$ cat src/rtl/fb_pkg.sv
// Shared frame-buffer definitions for the 160x120 pixel plot path.
// Holds screen geometry, address/colour widths, sink FSM states and the queued request type.
// Also provides the multiplier-free (x, y) -> linear address conversion.
package fb_pkg;

   localparam int H_RES    = 160;
   localparam int V_RES    = 120;
   localparam int FB_WORDS = H_RES * V_RES;
   localparam int ADDR_W   = 15;
   localparam int COLOUR_W = 3;

   localparam logic [7:0]        X_LIM     = 8'(H_RES);
   localparam logic [6:0]        Y_LIM     = 7'(V_RES);
   localparam logic [ADDR_W-1:0] LAST_ADDR = ADDR_W'(FB_WORDS - 1);

   typedef enum logic [1:0] {
      IDLE,
      DRAIN,
      CLEAR
   } state_t;

   typedef struct packed {
      logic [ADDR_W-1:0]   addr;
      logic [COLOUR_W-1:0] colour;
   } req_t;

   // y*160 + x as two shifted copies of y (128y + 32y) plus x.
   function automatic logic [ADDR_W-1:0] xy_to_addr(input logic [7:0] px, input logic [6:0] py);
      return ADDR_W'({py, 7'b0}) + ADDR_W'({py, 5'b0}) + ADDR_W'(px);
   endfunction

endpackage

$ cat src/rtl/pixel_fifo.sv
// Synchronous request FIFO, DEPTH entries of req_t.
// Latency: pushed entry visible at the head the cycle after the push.
// Backpressure: full_o/empty_o are registered-state derived; caller must not push when full or pop when empty.
// Ports: push_i/push_dat_i write side, pop_i/pop_dat_o read side (head is shown combinationally), full_o, empty_o.
module pixel_fifo
   import fb_pkg::*;
#(
   parameter int DEPTH = 4
) (
   input  logic clk,
   input  logic reset,
   input  logic push_i,
   input  req_t push_dat_i,
   input  logic pop_i,
   output req_t pop_dat_o,
   output logic full_o,
   output logic empty_o
);

   localparam int AW = $clog2(DEPTH);

   req_t        mem_q [DEPTH];
   logic [AW:0] wr_q;
   logic [AW:0] rd_q;

   // Pointers carry one extra wrap bit to tell full from empty.
   always_ff @(posedge clk or negedge reset) begin
      if (!reset) begin
         wr_q <= '0;
         rd_q <= '0;
      end else begin
         if (push_i) wr_q <= wr_q + (AW+1)'(1);
         if (pop_i)  rd_q <= rd_q + (AW+1)'(1);
      end
   end

   always_ff @(posedge clk) begin
      if (push_i) mem_q[wr_q[AW-1:0]] <= push_dat_i;
   end

   assign pop_dat_o = mem_q[rd_q[AW-1:0]];
   assign empty_o   = (wr_q == rd_q);
   assign full_o    = (wr_q[AW] != rd_q[AW]) && (wr_q[AW-1:0] == rd_q[AW-1:0]);

endmodule

$ cat src/rtl/pixel_plot_sink.sv
// Plot-request sink: clips, converts (x, y) to a linear address, buffers, and writes the frame buffer; also runs a whole-screen clear.
// Latency: request accepted at edge N into an empty FIFO drives mem_we after edge N+1; 1 write/cycle sustained.
// Backpressure: plot_ready drops when the FIFO is full or a clear is pending/active; mem_addr/mem_data hold while mem_we && !mem_ready.
// Ports: x/y/colour/plot/plot_ready/clip request side; clear/clear_colour clear control; busy status; mem_* frame-buffer write port.
module pixel_plot_sink
   import fb_pkg::*;
#(
   parameter int FIFO_DEPTH = 4
) (
   input  logic                clk,
   input  logic                reset,
   input  logic [7:0]          x,
   input  logic [6:0]          y,
   input  logic [COLOUR_W-1:0] colour,
   input  logic                plot,
   output logic                plot_ready,
   output logic                clip,
   input  logic                clear,
   input  logic [COLOUR_W-1:0] clear_colour,
   output logic                busy,
   output logic [ADDR_W-1:0]   mem_addr,
   output logic [COLOUR_W-1:0] mem_data,
   output logic                mem_we,
   input  logic                mem_ready
);

   state_t              state_q, state_d;
   logic                init_q;
   logic                clip_q, clip_d;
   logic                clr_pend_q, clr_pend_d;
   logic [COLOUR_W-1:0] fill_q, fill_d;
   req_t                out_q, out_d;
   logic                out_vld_q, out_vld_d;

   logic fifo_full, fifo_empty;
   req_t fifo_head, new_req;
   logic accept, in_range, push, pop, complete, clear_go, last_addr;

   assign accept    = plot && plot_ready;
   assign in_range  = (x < X_LIM) && (y < Y_LIM);
   assign push      = accept && in_range;
   assign complete  = out_vld_q && mem_ready;
   // The clear sweep owns the output register, so the FIFO is never read during CLEAR.
   assign pop       = !fifo_empty && (state_q != CLEAR) && (!out_vld_q || mem_ready);
   assign clear_go  = (state_q == IDLE) && clr_pend_q && fifo_empty && !out_vld_q;
   assign last_addr = (out_q.addr == LAST_ADDR);
   assign new_req   = '{addr: xy_to_addr(x, y), colour: colour};

   pixel_fifo #(
      .DEPTH (FIFO_DEPTH)
   ) u_fifo (
      .clk        (clk),
      .reset      (reset),
      .push_i     (push),
      .push_dat_i (new_req),
      .pop_i      (pop),
      .pop_dat_o  (fifo_head),
      .full_o     (fifo_full),
      .empty_o    (fifo_empty)
   );

   // FSM: state register.
   always_ff @(posedge clk or negedge reset) begin
      if (!reset) state_q <= IDLE;
      else        state_q <= state_d;
   end

   // FSM: next state.
   always_comb begin
      state_d = state_q;
      unique case (state_q)
         IDLE:  if (push) state_d = DRAIN;
                else if (clear_go) state_d = CLEAR;
         DRAIN: if (fifo_empty && !push && (!out_vld_q || complete)) state_d = IDLE;
         CLEAR: if (complete && last_addr) state_d = IDLE;
         default: state_d = IDLE;
      endcase
   end

   // FSM: outputs. init_q keeps plot_ready low until the first edge after reset.
   always_comb begin
      plot_ready = init_q && !fifo_full && (state_q != CLEAR) && !clr_pend_q;
      busy       = !fifo_empty || out_vld_q || clr_pend_q || (state_q == CLEAR);
   end

   // Datapath next state: clip pulse, clear request latch, output register / sweep counter.
   always_comb begin
      clip_d     = accept && !in_range;
      clr_pend_d = clr_pend_q;
      fill_d     = fill_q;
      out_d      = out_q;
      out_vld_d  = out_vld_q;

      if (clear_go) begin
         clr_pend_d = 1'b0;
      end else if (clear && !clr_pend_q && (state_q != CLEAR)) begin
         clr_pend_d = 1'b1;
         fill_d     = clear_colour;
      end

      if (clear_go) begin
         out_vld_d = 1'b1;
         out_d     = '{addr: '0, colour: fill_q};
      end else if (state_q == CLEAR) begin
         // The output register address doubles as the sweep counter.
         if (complete) begin
            if (last_addr) out_vld_d  = 1'b0;
            else           out_d.addr = out_q.addr + ADDR_W'(1);
         end
      end else if (pop) begin
         out_vld_d = 1'b1;
         out_d     = fifo_head;
      end else if (complete) begin
         out_vld_d = 1'b0;
      end
   end

   always_ff @(posedge clk or negedge reset) begin
      if (!reset) begin
         init_q     <= 1'b0;
         clip_q     <= 1'b0;
         clr_pend_q <= 1'b0;
         fill_q     <= '0;
         out_q      <= '0;
         out_vld_q  <= 1'b0;
      end else begin
         init_q     <= 1'b1;
         clip_q     <= clip_d;
         clr_pend_q <= clr_pend_d;
         fill_q     <= fill_d;
         out_q      <= out_d;
         out_vld_q  <= out_vld_d;
      end
   end

   assign clip     = clip_q;
   assign mem_we   = out_vld_q;
   assign mem_addr = out_q.addr;
   assign mem_data = out_q.colour;

endmodule

$ cat config.mk
export PLATFORM = sky130hd
export DESIGN_NAME = pixel_plot_sink
export DESIGN_NICKNAME = d
export VERILOG_FILES = /design/src/rtl/fb_pkg.sv /design/src/rtl/pixel_fifo.sv /design/src/rtl/pixel_plot_sink.sv
export SDC_FILE = /design/constraint.sdc
export NUM_CORES = 1
export LEC_CHECK = 0
export ABC_CLOCK_PERIOD_IN_PS = 2900
export BUFFER_PORTS_ARGS = -buffer_cell sky130_fd_sc_hd__buf_2
export CORE_MARGIN = 5
export CORE_UTILIZATION = 55
export DETAILED_ROUTE_END_ITERATION = 12
export GPL_ROUTABILITY_DRIVEN = 0
export PLACE_DENSITY = 0.75
export SLEW_MARGIN = 30
export SYNTH_ARGS = -nofsm -noshare
export SYNTH_HDL_FRONTEND = slang
export SYNTH_SLANG_ARGS = --single-unit
$ cat constraint.sdc
create_clock -name clk -period 2.9 [get_ports clk]
set_input_delay 0.145 -clock clk [delete_from_list [all_inputs] [get_ports clk]]
set_output_delay 0.145 -clock clk [all_outputs]
set_load 0.01 [all_outputs]
======== Word level (Yosys, flattened, before mapping) ========
Memories as Yosys holds them, arrays and structs flattened.
Cells that the tools add are included.
storage, ports and cells
  register bits ........................... 33
  bits in writable memories ............... 72
  output and inout port bits .............. 22
  word-level logic and storage cells ...... 94
  memories ................................ 1
memories
  name          words  width  rd ports  clocked after memory_dff  write ports  line              RTL
  u_fifo.mem_q  4      18     1         0                         1            pixel_fifo.sv:22  req_t mem_q [DEPTH];
cells by class
  add/subtract/negate cells ............... 5
  $lt $le $gt $ge ......................... 2
  equality and inequality tests ........... 14
  multiplexer cells ....................... 21
  bitwise operators ....................... 1
  reductions and logical operators ........ 40
operator list
  kind                                                                   count
  15-bit two-way mux                                                     3
  18-bit two-way mux                                                     2
  1-bit logical AND                                                      19
  14-bit by 12-bit adder with 15-bit output                              1
  15-bit by 1-bit adder with 15-bit output, second input constant        1
  15-bit by 8-bit adder with 15-bit output                               1
  15-bit equality test, second input constant                            1
  3-bit != test, second input constant                                   4
  1-bit two-way mux                                                      10
  3-bit AND reduction                                                    3
  8-bit less-than comparator, second input constant                      1
  2-bit two-way mux                                                      4
  2-bit != test, second input constant                                   4
  7-bit less-than comparator, second input constant                      1
  3-bit by 1-bit adder with 3-bit output, second input constant          2
  1-bit zero test                                                        6
  2-bit one-hot mux with 3 select lines                                  1
  3-bit nonzero test                                                     2
  1-bit logical OR                                                       5
  2-bit AND reduction                                                    2
  2-bit nonzero test                                                     2
  3-bit equality test                                                    1
  3-bit two-way mux                                                      1
  2-bit by 1-bit equality test with 1-bit output, second input constant  1
  5 further kinds                                                        5

======== Logic depth before layout (Yosys ltp) ========
Gate-level depths: netlist (run 1).
  word-level depth ........................ 13
  mapped depth ............................ 9
  gate-level depth less buffers ........... 9

======== Cells and area by module ========
From an unflattened synthesis (run 1), not the netlist that was laid out.
unflattened totals
  cells, all modules ...................... 345
  area, all modules ....................... 4,956.0 um^2
modules (own cells, without submodules)
  module           instances  cells each  area an instance (um^2)  sequential area each (um^2)
  pixel_fifo       1          124         2,942.8                  2,312.2
  pixel_plot_sink  1          221         2,013.2                  675.6

======== Worst setup path before layout (run 1) ========
No wires, ideal clock.
  kind .................................... register to register
  start point ............................. register u_fifo.wr_q[0]
  end point ............................... memory u_fifo.mem_q[3][0] (netlist name), enable pin
  arrival time ............................ 1.835 ns
  required time ........................... 2.523 ns
  slack ................................... 0.687 ns
  cell stages (with the launch flop) ...... 6
  buffers on the path ..................... 1
  clock period less this slack ............ 2.213 ns
  path through ............................ dfrtp_1 xnor2_2 a311oi_2 and3_1 buf_4 and2_1
between the ends
  cells in the longest elaborated chain, start to end .. 10
RTL lines
  item                                     line                   RTL
  from (decl)                              pixel_fifo.sv:23       logic [AW:0] wr_q;
  from (signal assigned)                   pixel_fifo.sv:32       if (push_i) wr_q <= wr_q + (AW+1)'(1);
  2-bit equality test                      pixel_fifo.sv:43       assign full_o = (wr_q[AW] != rd_q[AW]) && (wr_q[AW-1:0] == rd_q[AW-1:0]);
  1-bit logical AND                        pixel_fifo.sv:43
  1-bit zero test                          pixel_plot_sink.sv:82  plot_ready = init_q && !fifo_full && (state_q != CLEAR) && !clr_pend_q;
  1-bit logical AND (3 in series)          pixel_plot_sink.sv:82
  via plot_ready                           pixel_plot_sink.sv:16  output logic plot_ready,
  1-bit logical AND                        pixel_plot_sink.sv:39  assign accept = plot && plot_ready;
  1-bit logical AND                        pixel_plot_sink.sv:41  assign push = accept && in_range;
  1-bit two-way mux                        pixel_fifo.sv:38       if (push_i) mem_q[wr_q[AW-1:0]] <= push_dat_i;
  1-bit two-way mux (not written as such)  pixel_fifo.sv:38
  to (decl)                                pixel_fifo.sv:22
The timed path passes the listed nets, and every way through them passes these cells.

======== Worst setup path in the final report (run 1) ========
  start point ............................. register u_fifo.wr_q[0]
  end point ............................... memory u_fifo.mem_q[2][16] (netlist name), enable pin
between the ends
  cells in the longest elaborated chain, start to end .. 10
RTL lines
  item                                     line
  2-bit equality test                      pixel_fifo.sv:43
  1-bit logical AND                        pixel_fifo.sv:43
  1-bit zero test                          pixel_plot_sink.sv:82
  1-bit logical AND (3 in series)          pixel_plot_sink.sv:82
  1-bit logical AND                        pixel_plot_sink.sv:39
  1-bit logical AND                        pixel_plot_sink.sv:41
  1-bit two-way mux                        pixel_fifo.sv:38
  1-bit two-way mux (not written as such)  pixel_fifo.sv:38
Parallel ways exist; a longest one is shown, timed or not.

==> flow_metrics.env, run 1 <==
export IMPL_ys_types=64
export IMPL_routed_wl_um=9411
export IMPL_overflow=0
export IMPL_drtIter0Drc=168
export IMPL_clock_sinks=105
export IMPL_synth_area_um2=5004
export IMPL_multi_input_area_um2=1891
export IMPL_syn_area_per_cell_um2=14.30
export IMPL_syn_instance_count=350
export IMPL_crit_path_top_delay_cell="and2_1"
export IMPL_r2r_slack_ns=0.41
export IMPL_crit_path_max_incr_delay_ns=0.80
export IMPL_worstPathCellList="xnor2_2 > a311oi_2 > and3_1 > and2_1"
export IMPL_synth_most_common_cell="edfxtp_1"
export IMPL_core_area_um2=8806
export IMPL_cts_tree="built"
export IMPL_cts_hold_buf=12
export IMPL_start_util_pct=56.82
export IMPL_vdd_drop_max_uv=306.1
export IMPL_synth_common_cells="edfxtp_1 (72), dfrtp_1 (33), o21ai_0 (26), nand2_1 (21), ha_1 (19)"
export IMPL_power_density_nw_per_um2=869.0
export IMPL_crit_path_end_kind="register"
export IMPL_cts_buffer_depth=2
export IMPL_die_h_um=105.4
export IMPL_drv_cap=0
export IMPL_regArea_um2=2988
export IMPL_synth_net_count=397
export IMPL_critical_path_top_delay_family="simple AND/OR/NAND/NOR gates"
export IMPL_dr_total_vias=3071
export IMPL_io_buffers=47
export IMPL_cts_root_buf="clkbuf_8"
export IMPL_synth_edf_count=72
export IMPL_rows=34
export IMPL_outcome="complete, no violations"
export IMPL_drc=0
export IMPL_worstHoldPathType="in2reg"
export IMPL_fin_crit_ns=2.491
export IMPL_clkSlewWorstSetupHoldPaths_ns=0.10
export IMPL_rsz0062_at_grt="no"
export IMPL_crit_required_ns=2.89
export IMPL_yosys_most_used_dff="edfxtp_1"
export IMPL_crit_path_start_kind="register"
export IMPL_grt_max_degree=34
export IMPL_cts_made_buffers=9
export IMPL_die_x_um=105.4
export IMPL_boundaryPins=48
export IMPL_dr_pass1_iters=4
export IMPL_final_area_um2=5635
export IMPL_setup_tns_ns=0
export IMPL_ys_seq_area_share_pct=59.71
export IMPL_synth_top_area_share_pct=43.21
export IMPL_slew_headroom_pct=36.70
export IMPL_nNetsFinal=457
export IMPL_grt_pass1_vias=3058
export IMPL_cts_resized=0
export IMPL_path_class="reg2reg"
export IMPL_die_area_um2=11100
export IMPL_setup_viol=0
export IMPL_max_freq_mhz=401.5
export IMPL_async_reset_ff_share_pct=31.43
export IMPL_placed_cell_area_um2=5319
export IMPL_fillCellCount=649
export IMPL_worst_slew_pin_slew_ns=0.9495
export IMPL_worst_path_max_fanout=18
export IMPL_cp_arrival_ns=2.48
export IMPL_synth_largest_area_cell="edfxtp_1"
export IMPL_track_usage_pct=18.01
export IMPL_antenna_found_initial=0
export IMPL_grt_pass1_wl_um=15590
export IMPL_cp_num_buf_inv=0
export IMPL_n_antenna_cell=0
export IMPL_synth_area_top_cells="edfxtp_1 (43%), dfrtp_1 (17%), mux4_2 (8.1%), ha_1 (4.8%), o21ai_0 (2.6%)"
export IMPL_yosysWarningCount=0
export IMPL_drive_above_1_share_pct=26.02
export IMPL_slew_violations=0
export IMPL_ant_nets=0
export IMPL_clk_latency_ns=0.37
export IMPL_areaGrowthSynthToFinish_pct=12.63
export IMPL_fin_crit_sh_pct=85.89
export IMPL_fin_skew_ns=0.01261
export IMPL_finalHoldViolCount=0
export IMPL_hpwlAfterDp_um=6409
export IMPL_viasPerCell=5.872
export IMPL_h_tree_depth=3
export IMPL_wl_per_cell_um=17.99
export IMPL_leakage_uw=0.002129
export IMPL_post_cts_setup_buffer_count=0
export IMPL_synth_seq_cells=105
==> logic make-up (layout without fill, tap and decap cells) <==
family	Yosys count	in the layout	share of synthesized area (%)
AO/OA/AOI/OAI	75	75	10.00
buffers and inverters	25	90	2.525
flip-flops	105	105	59.71
AND/OR/NAND/NOR	84	84	9.603
multiplexers	27	27	10.13
adder cells (fa/ha/maj)	21	21	5.551
XOR/XNOR	12	12	2.401
other	1	1	0.07495
==> layout make-up <==
cell class              count  share of cell area [%]
clock buffers               9                   2.198
flip-flops and latches    105                   53.02
clock inverters             7                   1.266
well taps                 108                   2.398
multi-input cells         220                   33.55
inverters                  11                  0.7327
repair buffers             63                   6.838
==> cell usage in the layout (no fill, tap or decap), types with 4 or more instances in the layout <==
master         count
buf_4              4
nor2_1            11
nand4_1            4
o21ai_0           26
o2bb2ai_1          8
dlygate4sd3_1     12
nor3_1             7
buf_2             47
clkbuf_8           9
mux2_2             5
a21oi_1           16
ha_1              19
mux4_2            18
xnor2_1            7
edfxtp_1          72
inv_1             11
and3_1             4
nand2_1           21
and2_1             4
dfrtp_1           33
nand3_1            7
==> layer usage <==
layer | global-route usage [%] | vias to the layer above | wire length, um | part of all wire [%]
met4 | 6.279 | 0 | 124 | 1.3
met1 | 25.09 | 1507 | 4344 | 46
met5 | 0 | - | 0 | 0
met2 | 28.87 | 89 | 4502 | 48
met3 | 3.056 | 8 | 439 | 4.7
li1 | - | 1467 | - | -
==> worst paths after layout <==
| check | start | end | depth (start not counted) |
|---|---|---|---|
| worst max-delay path | u_fifo.wr_q[0]$_DFFE_PN0P_ | u_fifo.mem_q[2][16]$_DFFE_PP_ | 4 |
| worst min-delay path | clear_colour[2] | fill_q[2]$_DFFE_PN0P_ | 2 |
| worst max register to register | u_fifo.wr_q[0]$_DFFE_PN0P_ | u_fifo.mem_q[2][16]$_DFFE_PP_ | 4 |
| worst min register to register | state_q[1]$_DFFE_PN0P_ | state_q[0]$_DFFE_PN0P_ | 1 |
| max in group asynchronous | reset | clr_pend_q$_DFFE_PN0P_ | 2 |
| min in group asynchronous | reset | clip$_DFF_PN0_ | 2 |
==> registers in the layout, indices dropped and copies added, names as in the netlist <==
signal and count:
clip 1, clr_pend_q 1, fill_q 3, init_q 1, mem_addr 15, mem_data 3
mem_we 1, state_q 2, u_fifo.mem_q 72, u_fifo.rd_q 3, u_fifo.wr_q 3
==> where the power goes <==
part | total, uW | switching (uW) | internal, uW
registers | 2110 | 251 | 1860
logic | 1910 | 1020 | 894
clock network | 877 | 542 | 335
==> metrics by stage <==
step / power (uW) / worst slack [ns] / hold WS (ns) / cells / utilization, %
global route: 5223 / 0.2367 / 0.002236 / 523 / 64.00
detailed placement: 4040 / 0.3657 / 0.2623 / 495 / 60.40
CTS: 4928 / 0.3413 / 0.0001484 / 523 / 63.98
finish: 4897 / 0.4093 / 0.01967 / 523 / 64.00
floorplan: 3522 / 0.6871 / -0.1506 / 350 / -
global placement: 3992 / 0.4260 / 0.2506 / 495 / 60.40
==> worst register-to-register path: cells and delay by family (launching register included) <==
family | cells | cell delay, ns
and+or+nand+nor | 2 | 1.14
DFF | 1 | 0.45
AOI/OAI and AO/OA | 1 | 0.34
xor gates and xnor gates | 1 | 0.18
No activity file was read; power rests on OpenSTA's default activity.
==> inputs of run 2 (changes only) <==
Settings changed: ABC_CLOCK_PERIOD_IN_PS 2900 to 2400, CORE_MARGIN 5 to 3, TNS_END_PERCENT set to 20.
Clock period 2.9 ns to 2.4 ns, I/O delays scaled along.
==> run 2 against run 1 <==
  * Register-to-register slack got worse by 0.17 ns
  * Wire length increased by 1.5%
  * Maximum frequency increased by 15%
  * Design area increased by 2.1%
  * Highest routed layer unchanged
==> flow_metrics.env, run 2 (synthesis gave the netlist of run 1 again) <==
export IMPL_cts_tree="built"
export IMPL_leakage_uw=0.002183
export IMPL_power_density_nw_per_um2=1030
export IMPL_worstPathCellList="ha_1 > and2_2 > and4bb_4 > a21oi_4 > buf_4 > o21ai_2 > o2bb2ai_1"
export IMPL_fin_crit_sh_pct=89.96
export IMPL_crit_path_top_delay_cell="dfrtp_1"
export IMPL_track_usage_pct=19.93
export IMPL_outcome="complete, no violations"
export IMPL_clkSlewWorstSetupHoldPaths_ns=0.10
export IMPL_routed_wl_um=9550
export IMPL_h_tree_depth=3
export IMPL_dr_pass1_iters=4
export IMPL_cp_arrival_ns=2.38
export IMPL_pwr_share_comb_pct=39.5
export IMPL_vdd_drop_max_uv=417.0
export IMPL_path_class="reg2reg"
export IMPL_wl_per_cell_um=17.95
export IMPL_max_freq_mhz=463.2
export IMPL_fin_crit_ns=2.159
export IMPL_worst_path_max_fanout=17
export IMPL_finalHoldViolCount=0
export IMPL_io_buffers=47
export IMPL_clk_latency_ns=0.36
export IMPL_core_area_um2=8763
export IMPL_dpl_cell_count=502
export IMPL_overflow=0
export IMPL_crit_path_start_kind="register"
export IMPL_rsz0062_at_grt="no"
export IMPL_multi_input_area_um2=1889
export IMPL_fillCellCount=618
export IMPL_intPower_uw=3752
export IMPL_die_x_um=101.4
export IMPL_cts_made_buffers=9
export IMPL_largest_reg_flops=72
export IMPL_critical_path_top_delay_family="compound AO/OA/AOI/OAI gates"
export IMPL_drive_above_1_share_pct=26.89
export IMPL_hpwlAfterDp_um=6612
export IMPL_regArea_um2=2988
export IMPL_p_clk_share_pct=17.4
export IMPL_antenna_found_initial=0
export IMPL_drtIter0Drc=163
export IMPL_crit_path_end_kind="register"
export IMPL_final_cell_mix="edfxtp_1 (72), buf_2 (47), dfrtp_1 (33)"
export IMPL_viasPerCell=5.991
export IMPL_p_sw_uw=2175
export IMPL_fin_util_pct=65.63
export IMPL_fin_cells=532
export IMPL_dr_total_vias=3187
export IMPL_grt_pass1_wl_um=15760
export IMPL_areaGrowthSynthToFinish_pct=14.95
export IMPL_grt_max_degree=34
export IMPL_final_common_cell="edfxtp_1"
export IMPL_ant_nets=0
export IMPL_start_util_pct=57.10
export IMPL_clock_sinks=105
export IMPL_drc=0
export IMPL_rows=34
export IMPL_pwr_share_seq_pct=43.1
export IMPL_setup_tns_ns=0
export IMPL_die_h_um=101.4
export IMPL_crit_required_ns=2.62
export IMPL_cts_buffer_depth=2
export IMPL_slew_violations=0
export IMPL_swShare_pct=36.70
export IMPL_worst_slew_pin_slew_ns=0.7413
export IMPL_cts_root_buf="clkbuf_8"
export IMPL_slew_headroom_pct=50.58
export IMPL_n_antenna_cell=0
export IMPL_grt_pass1_vias=3130
export IMPL_fin_skew_ns=0.01610
export IMPL_crit_path_max_incr_delay_ns=0.47
export IMPL_drv_cap=0
export IMPL_boundaryPins=48
export IMPL_final_area_um2=5752
export IMPL_die_area_um2=10280
export IMPL_worstHoldPathType="in2reg"
export IMPL_setup_viol=0
export IMPL_placed_cell_area_um2=5421
export IMPL_cp_num_buf_inv=1
export IMPL_post_cts_setup_buffer_count=0
export IMPL_nNetsFinal=466
[run 2: per-layer routing]
layer / up-vias / GRT usage [%] / share of wire [%]
li1: 1490 / - / -
met1: 1573 / 27.75 / 43
met2: 109 / 32.09 / 50
met3: 15 / 2.824 / 5.4
met4: 0 / 7.669 / 1.7
met5: - / 0 / 0
[run 2: power groups by stage]
stage               logic (uW)  registers [uW]  clock network (uW)
floorplan                 1660            2590                   0
global placement          2270            2570                   0
detailed placement        2320            2590                   0
CTS                       2350            2550                1060
global route              2600            2600                1130
finish                    2340            2550                1030
[run 2: layout make-up]
| cell class | count | area share, % |
|---|---|---|
| tap | 108 | 2.349 |
| inverter | 11 | 0.7179 |
| clock inverter | 6 | 1.088 |
| timing repair buffer | 72 | 8.832 |
| clock buffer | 10 | 2.219 |
| multi-input combinational | 220 | 32.85 |
| sequential | 105 | 51.95 |
[run 2: worst paths after layout]
| path | cells after the start | startpoint | slack [ns] | to |
|---|---|---|---|---|
| max in group asynchronous | 2 | reset | 1.57 | state_q[0]$_DFFE_PN0P_ |
| worst min-delay path | 4 | mem_ready | 0.09 | mem_we$_DFFE_PN0P_ |
| min in group asynchronous | 2 | reset | 0.36 | clip$_DFF_PN0_ |
| worst max register to register | 7 | mem_addr[0]$_DFFE_PN0P_ | 0.24 | mem_addr[6]$_DFFE_PN0P_ |
| worst min register to register | 2 | fill_q[0]$_DFFE_PN0P_ | 0.50 | mem_data[0]$_DFFE_PN0P_ |
| worst max-delay path | 7 | mem_addr[0]$_DFFE_PN0P_ | 0.24 | mem_addr[6]$_DFFE_PN0P_ |
[run 2: worst reg2reg max path: cells and delay by family, from the launching register on]
family | cells | cell delay (ns)
fa+ha+maj | 1 | 0.22
flops | 1 | 0.47
buf+inv | 1 | 0.20
simple gates | 2 | 0.51
compound gates | 3 | 0.64
[run 2: per-stage QoR]
stage          hold WS (ns)  total power [uW]  worst slack (ns)
2_1_floorplan       -0.1756              4256            0.1871
3_3_place_gp         0.2211              4837           0.04727
3_5_place_dp         0.2220              4912          -0.07494
4_1_cts             0.08109              5958            0.2465
5_1_grt              0.1117              6328           0.09535
6_report            0.09020              5927            0.2409
[run 2: what timing repair did]
item / CTS / global route
gates resized for setup: 0 / 0
hold buffers: 14 / 0
endpoints found under the hold margin: 70 / 0
